## src/rtl/regfile_rob_rename.sv

```systemverilog
// Architectural register file with per-register rename state (busy + ROB tag); reads are 1-cycle
// registered with same-cycle commit bypass and flush visibility; no backpressure, every request is answered.
module regfile_rob_rename #(
    parameter int XLEN  = 32,
    parameter int NREG  = 32,
    parameter int IDX_W = 5,
    parameter int TAG_W = 5,
    parameter int NREAD = 2
) (
    input  logic                    clk,
    input  logic                    rst,
    input  logic [NREAD-1:0]        rdEnable,
    input  logic [NREAD*IDX_W-1:0]  rdIndex,
    output logic [NREAD-1:0]        rdValid,
    output logic [NREAD-1:0]        rdBusy,
    output logic [NREAD*TAG_W-1:0]  rdTag,
    output logic [NREAD*XLEN-1:0]   rdData,
    input  logic                    renameEnable,
    input  logic [IDX_W-1:0]        renameIndex,
    input  logic [TAG_W-1:0]        renameTag,
    input  logic                    commitEnable,
    input  logic [IDX_W-1:0]        commitIndex,
    input  logic [TAG_W-1:0]        commitTag,
    input  logic [XLEN-1:0]         commitData,
    input  logic                    flush
);

    logic [XLEN-1:0]  value_q [NREG];
    logic [XLEN-1:0]  value_d [NREG];
    logic [TAG_W-1:0] tag_q   [NREG];
    logic [TAG_W-1:0] tag_d   [NREG];
    logic [NREG-1:0]  busy_q;
    logic [NREG-1:0]  busy_d;

    logic [NREAD-1:0]       rd_valid_q, rd_valid_d;
    logic [NREAD-1:0]       rd_busy_q,  rd_busy_d;
    logic [NREAD*TAG_W-1:0] rd_tag_q,   rd_tag_d;
    logic [NREAD*XLEN-1:0]  rd_data_q,  rd_data_d;

    // Entry 0 is never written, so it keeps its reset value of zero.
    always_comb begin
        value_d = value_q;
        tag_d   = tag_q;
        busy_d  = busy_q;
        for (int i = 1; i < NREG; i++) begin
            if (commitEnable && commitIndex == IDX_W'(i)) begin
                value_d[i] = commitData;
                if (busy_q[i] && tag_q[i] == commitTag) begin
                    busy_d[i] = 1'b0;
                end
            end
            // A rename issued after the committing one keeps ownership; flush drops everything.
            if (flush) begin
                busy_d[i] = 1'b0;
                tag_d[i]  = '0;
            end else if (renameEnable && renameIndex == IDX_W'(i)) begin
                busy_d[i] = 1'b1;
                tag_d[i]  = renameTag;
            end
        end
    end

    logic [IDX_W-1:0] ri;
    logic             cm_hit;
    logic             bsy;
    logic [XLEN-1:0]  dv;
    logic [TAG_W-1:0] tv;

    // Reads see the old mapping for a same-cycle rename, but the commit value and flush are bypassed.
    always_comb begin
        rd_valid_d = rdEnable;
        rd_busy_d  = '0;
        rd_tag_d   = '0;
        rd_data_d  = '0;
        ri         = '0;
        cm_hit     = 1'b0;
        bsy        = 1'b0;
        dv         = '0;
        tv         = '0;
        for (int p = 0; p < NREAD; p++) begin
            ri     = rdIndex[p*IDX_W +: IDX_W];
            cm_hit = commitEnable && (commitIndex == ri);
            bsy    = busy_q[ri] && !flush && !(cm_hit && tag_q[ri] == commitTag);
            dv     = cm_hit ? commitData : value_q[ri];
            tv     = tag_q[ri];
            if (rdEnable[p] && ri != '0) begin
                rd_busy_d[p] = bsy;
                if (bsy) begin
                    rd_tag_d[p*TAG_W +: TAG_W] = tv;
                end else begin
                    rd_data_d[p*XLEN +: XLEN] = dv;
                end
            end
        end
    end

    always_ff @(posedge clk) begin
        if (rst) begin
            value_q    <= '{default: '0};
            tag_q      <= '{default: '0};
            busy_q     <= '0;
            rd_valid_q <= '0;
            rd_busy_q  <= '0;
            rd_tag_q   <= '0;
            rd_data_q  <= '0;
        end else begin
            value_q    <= value_d;
            tag_q      <= tag_d;
            busy_q     <= busy_d;
            rd_valid_q <= rd_valid_d;
            rd_busy_q  <= rd_busy_d;
            rd_tag_q   <= rd_tag_d;
            rd_data_q  <= rd_data_d;
        end
    end

    assign rdValid = rd_valid_q;
    assign rdBusy  = rd_busy_q;
    assign rdTag   = rd_tag_q;
    assign rdData  = rd_data_q;

endmodule

```

## config.mk

```make
export PLATFORM = sky130hd
export DESIGN_NAME = regfile_rob_rename
export DESIGN_NICKNAME = d
export VERILOG_FILES = /design/src/rtl/regfile_rob_rename.sv
export SDC_FILE = /design/constraint.sdc
export NUM_CORES = 2
export LEC_CHECK = 0
export BUFFER_PORTS_ARGS = -buffer_cell sky130_fd_sc_hd__buf_2
export CAP_MARGIN = 20
export CORE_ASPECT_RATIO = 0.7
export CORE_MARGIN = 2
export CORE_UTILIZATION = 60
export DETAILED_ROUTE_END_ITERATION = 8
export PLACE_DENSITY = 0.79
export SLEW_MARGIN = 20
export SYNTH_ARGS = -nofsm -noshare
export SYNTH_HDL_FRONTEND = slang
export SYNTH_SLANG_ARGS = --single-unit
export TNS_END_PERCENT = 20
```

## constraint.sdc

```tcl
create_clock -name clk -period 4.1 [get_ports clk]
set_input_delay 0.82 -clock clk [delete_from_list [all_inputs] [get_ports clk]]
set_output_delay 0.82 -clock clk [all_outputs]
set_load 0.02 [all_outputs]
```

Word-level counts from Yosys, hierarchy flattened. Cells that the tools add are included.

Bits of input ports: 69. Word-level logic and storage cells: 526. Register bits: 1256. Output and inout port bits: 78.

Mux-type cells: 111. Reduce and logical (&&, ||, !) cells: 208. Bitwise gates (word level): 6. $lt $le $gt $ge: 4. Equal/unequal tests: 97.

Operators with widths (count): $bmux 32 s5 (2); $mux 32 (6); $eq 5x5->1 (35); $eq 5x5->1 const B (32); $reduce_bool 2->1 (62); $logic_and 1x1->1 (103); $mux 1 (95); $eq 5x4->1 const B (16); $reduce_and 2->1 (31); $bmux 5 s5 (2); $eq 5x3->1 const B (8); $eq 5x2->1 const B (4); $mux 5 (4); $ge 6x6->1 const B (2); $lt 5x6->1 const B (2); $not 5->6 (2); $reduce_or 3->1 (4); $bmux 1 s5 (2); $eq 5x1->1 const B (2); $reduce_bool 5->1 (2); $reduce_or 2->1 (3); $not 1->1 (4); $logic_not 1->1 (3).

Logic depth before layout (Yosys ltp).
Word-level depth: 10. Depth in mapped cells: 15. Gate-level depth less buffers: 7.

Worst setup path after synthesis. OpenSTA, ideal clock, no wires.

Kind: input-to-reg. Start: input rdIndex[0]. End: register rd_data_q[28] (netlist: rdData[28]). Cell stages on the path: 11. Path buffers: 7. Required time: 3958 ps. Setup slack: 882 ps. Arrival: 3076 ps. Setup time: 142 ps. Cell sequence: buf_6 -> buf_12 -> buf_8 -> buf_8 -> buf_6 -> buf_4 -> buf_2 -> mux4_2 -> mux4_2 -> a222oi_1 -> nor4_2.

Word-level cells in the longest chain between the ends: 9.

Ends and longest elaborated chain: from (decl) (line 13) `input logic [NREAD*IDX_W-1:0] rdIndex,`; $not 5->6 (implied by the code) (line 83, 84); $bmux 5 s5 (line 83) `bsy = busy_q[ri] && !flush && !(cm_hit && tag_q[ri] == commitTag);`; $mux 5 (implied by the code) (2 in series) (line 83); $eq 5x5->1 (line 83); $logic_and 1x1->1 (line 83); $logic_not 1->1 (line 83); $logic_and 1x1->1 (line 83); $reduce_or 3->1 (no source line); to (signal assigned) (line 113) `rd_data_q <= rd_data_d;`; to (decl) (line 38) `logic [NREAD*XLEN-1:0] rd_data_q, rd_data_d;`.

Parallel ways exist; a longest one is shown, timed or not. The select of a mux whose other input is x is not followed. A chain may end at the register's enable or synchronous reset.

Final worst setup path.
Start: input rdIndex[0]. End: register rd_data_q[12] (netlist: rdData[12]).

The elaborated chain is that of the path after synthesis.

==> results summary <==
The run finished, with violations left. The final reports fail on DRC. The all-layer global routing usage came out at 0.456. The total congestion overflow is 0.

The root buffer cell chosen for the clock tree is sky130_fd_sc_hd__clkbuf_16. Counting instances in the post-synthesis netlist gives the leading cell types as 2223 x sky130_fd_sc_hd__nand2_1, 1256 x sky130_fd_sc_hd__dfxtp_1, 1176 x sky130_fd_sc_hd__a21oi_1, 563 x sky130_fd_sc_hd__clkbuf_1, 490 x sky130_fd_sc_hd__mux4_2. The count of final hold-check violations is 0. Dividing the detail-routed via count by the number of cells gives a little over 7.

In this run, post-CTS hold repair placed 0 buffers. The worst-path maximum fanout is 44. The largest buffer count on any clock path is 3. The final cell utilization of the core came out at 0.661.

TritonCTS built the clock tree. In this run the horizontal extent of the chip is between 300 and 400 µm. The minimum period implied by the final worst setup slack is about 3.1 ns. After synthesis, the cell types taking the most area are sky130_fd_sc_hd__dfxtp_1 38%, sky130_fd_sc_hd__mux4_2 17%, sky130_fd_sc_hd__nand2_1 13%, sky130_fd_sc_hd__a21oi_1 9.0%, sky130_fd_sc_hd__mux2i_1 5.0%. In the finished design, the share of the clock period the worst path needs comes to 0.768. Yosys instantiated no cell more often than sky130_fd_sc_hd__nand2_1. The area growth from synthesis to layout came out at 9.40%.

At the worst endpoint, the arrival time is ~3.8 ns. The DRC marker count from the first detailed-route iteration came out at between 10000 and 15000. STA classifies the critical path startpoint as an input port. For this configuration, the core starts out at a cell density of 0.604. The worst slew slack as a fraction of its limit is 0.197. The startpoint identified for the worst register-to-register timing path is busy_q[14]$_SDFFE_PP0P_. The number of unique standard cell types used by synthesis came out at 83.

The fraction of registers with async set/reset is 0. The synthesized instance count came out at about 7500. The met1 global-route usage is 0.598. At the pin with the least slew margin, the transition time is between 1 and 1.5 ns. Clock-pin slew was measured on the worst setup and hold paths at roughly 0.070 ns. Based on the critical path, the design can be clocked at up to roughly 320 MHz. The clock insertion delay at the later pin of the skew report is about 0.77 ns. The total number of clock tree sinks came out at approximately 1300. The number of synthesis warnings is 0. The average size of a mapped cell came out at between 8 and 9 µm². In this run the cell area of the synthesized design comes to ~0.065 mm². The area share of the leading cell type in the synthesized netlist came out at 0.384. The first-pass iteration count of the detailed router is 9. The CTS buffer count came out at ~120. The endpoint of the worst hold path is value_q[668]$_SDFFE_PP0P_. The peak ir drop on the vdd network is 0.371 mV.

The cell depth of the worst hold path came out at 2. Adding up every negative setup slack in the final design gives 0 ns. The critical path class is input port to register. The final count of negative-setup-slack endpoints came out at 0. Setup slack on the worst reg-to-reg path comes out at roughly 1.2 ns. The half-perimeter wire length of the detailed placement result is ~160000 µm. After floorplanning, the core was sized to cover 0.108 mm². The number of global-route vias before repair is around 60000. The max-slew violation count is 0. The post-cts resize count came out at 0. Across the routed clock network, the largest skew measured is 0.0219 ns.

The most used routing layer in global routing is met2. The worst-case hold slack came out at roughly 0.38 ns. The worst slack at placement came out at roughly 0.37 ns. The dominant cell type by area after synthesis is sky130_fd_sc_hd__dfxtp_1.

For met2 alone, demand over resource in global routing was 0.608. The worst hold path begins at rst. The final weighted congestion in routability-driven placement came out at 1.04. The number of rows in the core area came out at slightly above 100.

The critical path data required time is between 4 and 5 ns. The synthesis-stage register bit count came out at roughly 1300. In this run the count of I/O pins placed on the die edge is around 150.

The global-route met3 utilization is 0.207. The number of antenna-violating nets in the routed design is 0. The overall die height came out at about 280 µm.

Setup repair after global routing left no endpoint under its margin. The number of max-capacitance violations reported is 0. The dominant register cell in the synthesized netlist is sky130_fd_sc_hd__dfxtp_1. The final routed DRC violation total came out at 2.

The global-route wire length before repair is 379000 µm. The floorplan step defined a die boundary enclosing about 0.11 mm². For this design the ratio of total power to cell area is between 300 and 400 mW/mm². The number of setup buffers added after CTS came out at 0.

The slack of the critical path is around 0.95 ns. The total via count after detailed routing came out at 62800. CTS built an H-tree with a depth of 3. The net total in the final layout is about 7200. The worst reg-to-reg path cell count came out at 6. The maximum number of pins on one net before global-route repair came out at roughly 220.

After detailed routing, the total wire length is roughly 260000 µm. The analysis attributes to cell leakage a power of roughly 24 nW. Buffers placed on the I/O ports in this run total about 150. Counting every net in the synthesized netlist gives approximately 7500. The number of antenna violations at the first check in global routing is 24. The synthesized design contains 0 enable-type register cells. The worst register-to-register path ends at rdData[49]$_SDFF_PP0_. Total power for the finished layout comes to about 27 mW. STA classifies the critical path endpoint as a register.

The share of final-layout standard cells stronger than drive strength 1 came out at 0.168. The path class of the tightest hold or removal check is input port to register. The sequential fraction of the synthesis area came out at 0.384. In the final routed layout, each cell accounts on average for between 30 and 40 µm.
[worst max path at each step]
stage | start | endpoint | slack, ns | depth (start not counted)
2_1_floorplan | rdIndex[0] | rdData[28]$_SDFF_PP0_ | 0.88 | 11
3_3_place_gp | rdIndex[1] | rdData[24]$_SDFF_PP0_ | 0.41 | 10
3_5_place_dp | rdIndex[1] | rdData[16]$_SDFF_PP0_ | 0.37 | 10
4_1_cts | rdIndex[1] | rdData[8]$_SDFF_PP0_ | 1.15 | 10
5_1_grt | rdIndex[0] | rdData[12]$_SDFF_PP0_ | 0.95 | 9
6_report | rdIndex[0] | rdData[12]$_SDFF_PP0_ | 0.95 | 9
[cell usage in the layout (no fill, tap or decap), types with 48 or more instances in the layout]
master | netlist | final
sky130_fd_sc_hd__a22oi_1 | 92 | 92
sky130_fd_sc_hd__nand2_1 | 2223 | 2202
sky130_fd_sc_hd__xnor2_1 | 82 | 82
sky130_fd_sc_hd__dfxtp_1 | 1256 | 1256
sky130_fd_sc_hd__buf_4 | 49 | 165
sky130_fd_sc_hd__mux2_2 | 52 | 52
sky130_fd_sc_hd__nor2_1 | 221 | 197
sky130_fd_sc_hd__clkbuf_16 | 0 | 122
sky130_fd_sc_hd__xor2_1 | 89 | 89
sky130_fd_sc_hd__buf_2 | 83 | 138
sky130_fd_sc_hd__buf_12 | 1 | 57
sky130_fd_sc_hd__o21ai_0 | 63 | 61
sky130_fd_sc_hd__nand3_1 | 141 | 133
sky130_fd_sc_hd__a21oi_1 | 1176 | 1175
sky130_fd_sc_hd__mux2i_1 | 329 | 329
sky130_fd_sc_hd__o21ai_1 | 48 | 48
sky130_fd_sc_hd__mux4_2 | 490 | 490
[state kept, by name, indices dropped and copies added, names as in the netlist]
| name | count |
|---|---|
| busy_q | 31 |
| rdBusy | 2 |
| rdData | 64 |
| rdTag | 10 |
| rdValid | 2 |
| tag_q | 155 |
| value_q | 992 |
[final cells by class]
type	count	area (µm²)
clock inverters	45	658
clock buffers	172	3540
well taps	1442	1800
flip-flops and latches	1256	25100
inverters	9	36.3
fillers	8340	36700
diodes	22	55.1
repair buffers	367	3170
multi-input cells	5416	37200
[power breakdown]
group	switching [mW]	total, mW	internal, mW
logic	1.78	2.51	0.734
registers	0.0905	12.4	12.3
clock network	5.14	12.1	6.92
total	7.00	26.9	19.9
[per-layer routing]
metal,wire (µm),part of all wire
met1,89900,0.34
met4,19200,0.073
met3,50200,0.19
met5,114,0.00043
met2,103000,0.39
[critical path, cell delays in order]
cell and delay (ns):
sky130_fd_sc_hd__buf_8 0.32, sky130_fd_sc_hd__buf_12 0.31, sky130_fd_sc_hd__buf_12 0.35, sky130_fd_sc_hd__mux4_2 0.57
sky130_fd_sc_hd__a221o_1 0.36, sky130_fd_sc_hd__a21oi_1 0.53, sky130_fd_sc_hd__o21ai_0 0.18, sky130_fd_sc_hd__o21ai_0 0.14
sky130_fd_sc_hd__nor4_2 0.06
[logic make-up (layout without fill, tap and decap cells)]
logic type | Yosys count | count (layout) | synth area share
XOR/XNOR | 171 | 171 | 0.0229
buffers and inverters | 780 | 593 | 0.0540
AO/OA/AOI/OAI | 1598 | 1598 | 0.139
multiplexers | 877 | 877 | 0.230
other | 0 | 22 | 0
AND/OR/NAND/NOR | 2770 | 2770 | 0.170
flip-flops | 1256 | 1256 | 0.384
[through the flow]
stage          instances  instance area, µm²
3_5_place_dp        8490               67400
4_1_cts             8707               71600
6_report            8729               71600
2_1_floorplan       7452               65500
5_1_grt             8716               71600
3_3_place_gp        8490               67400
Power figures use the tool's default switching activity.
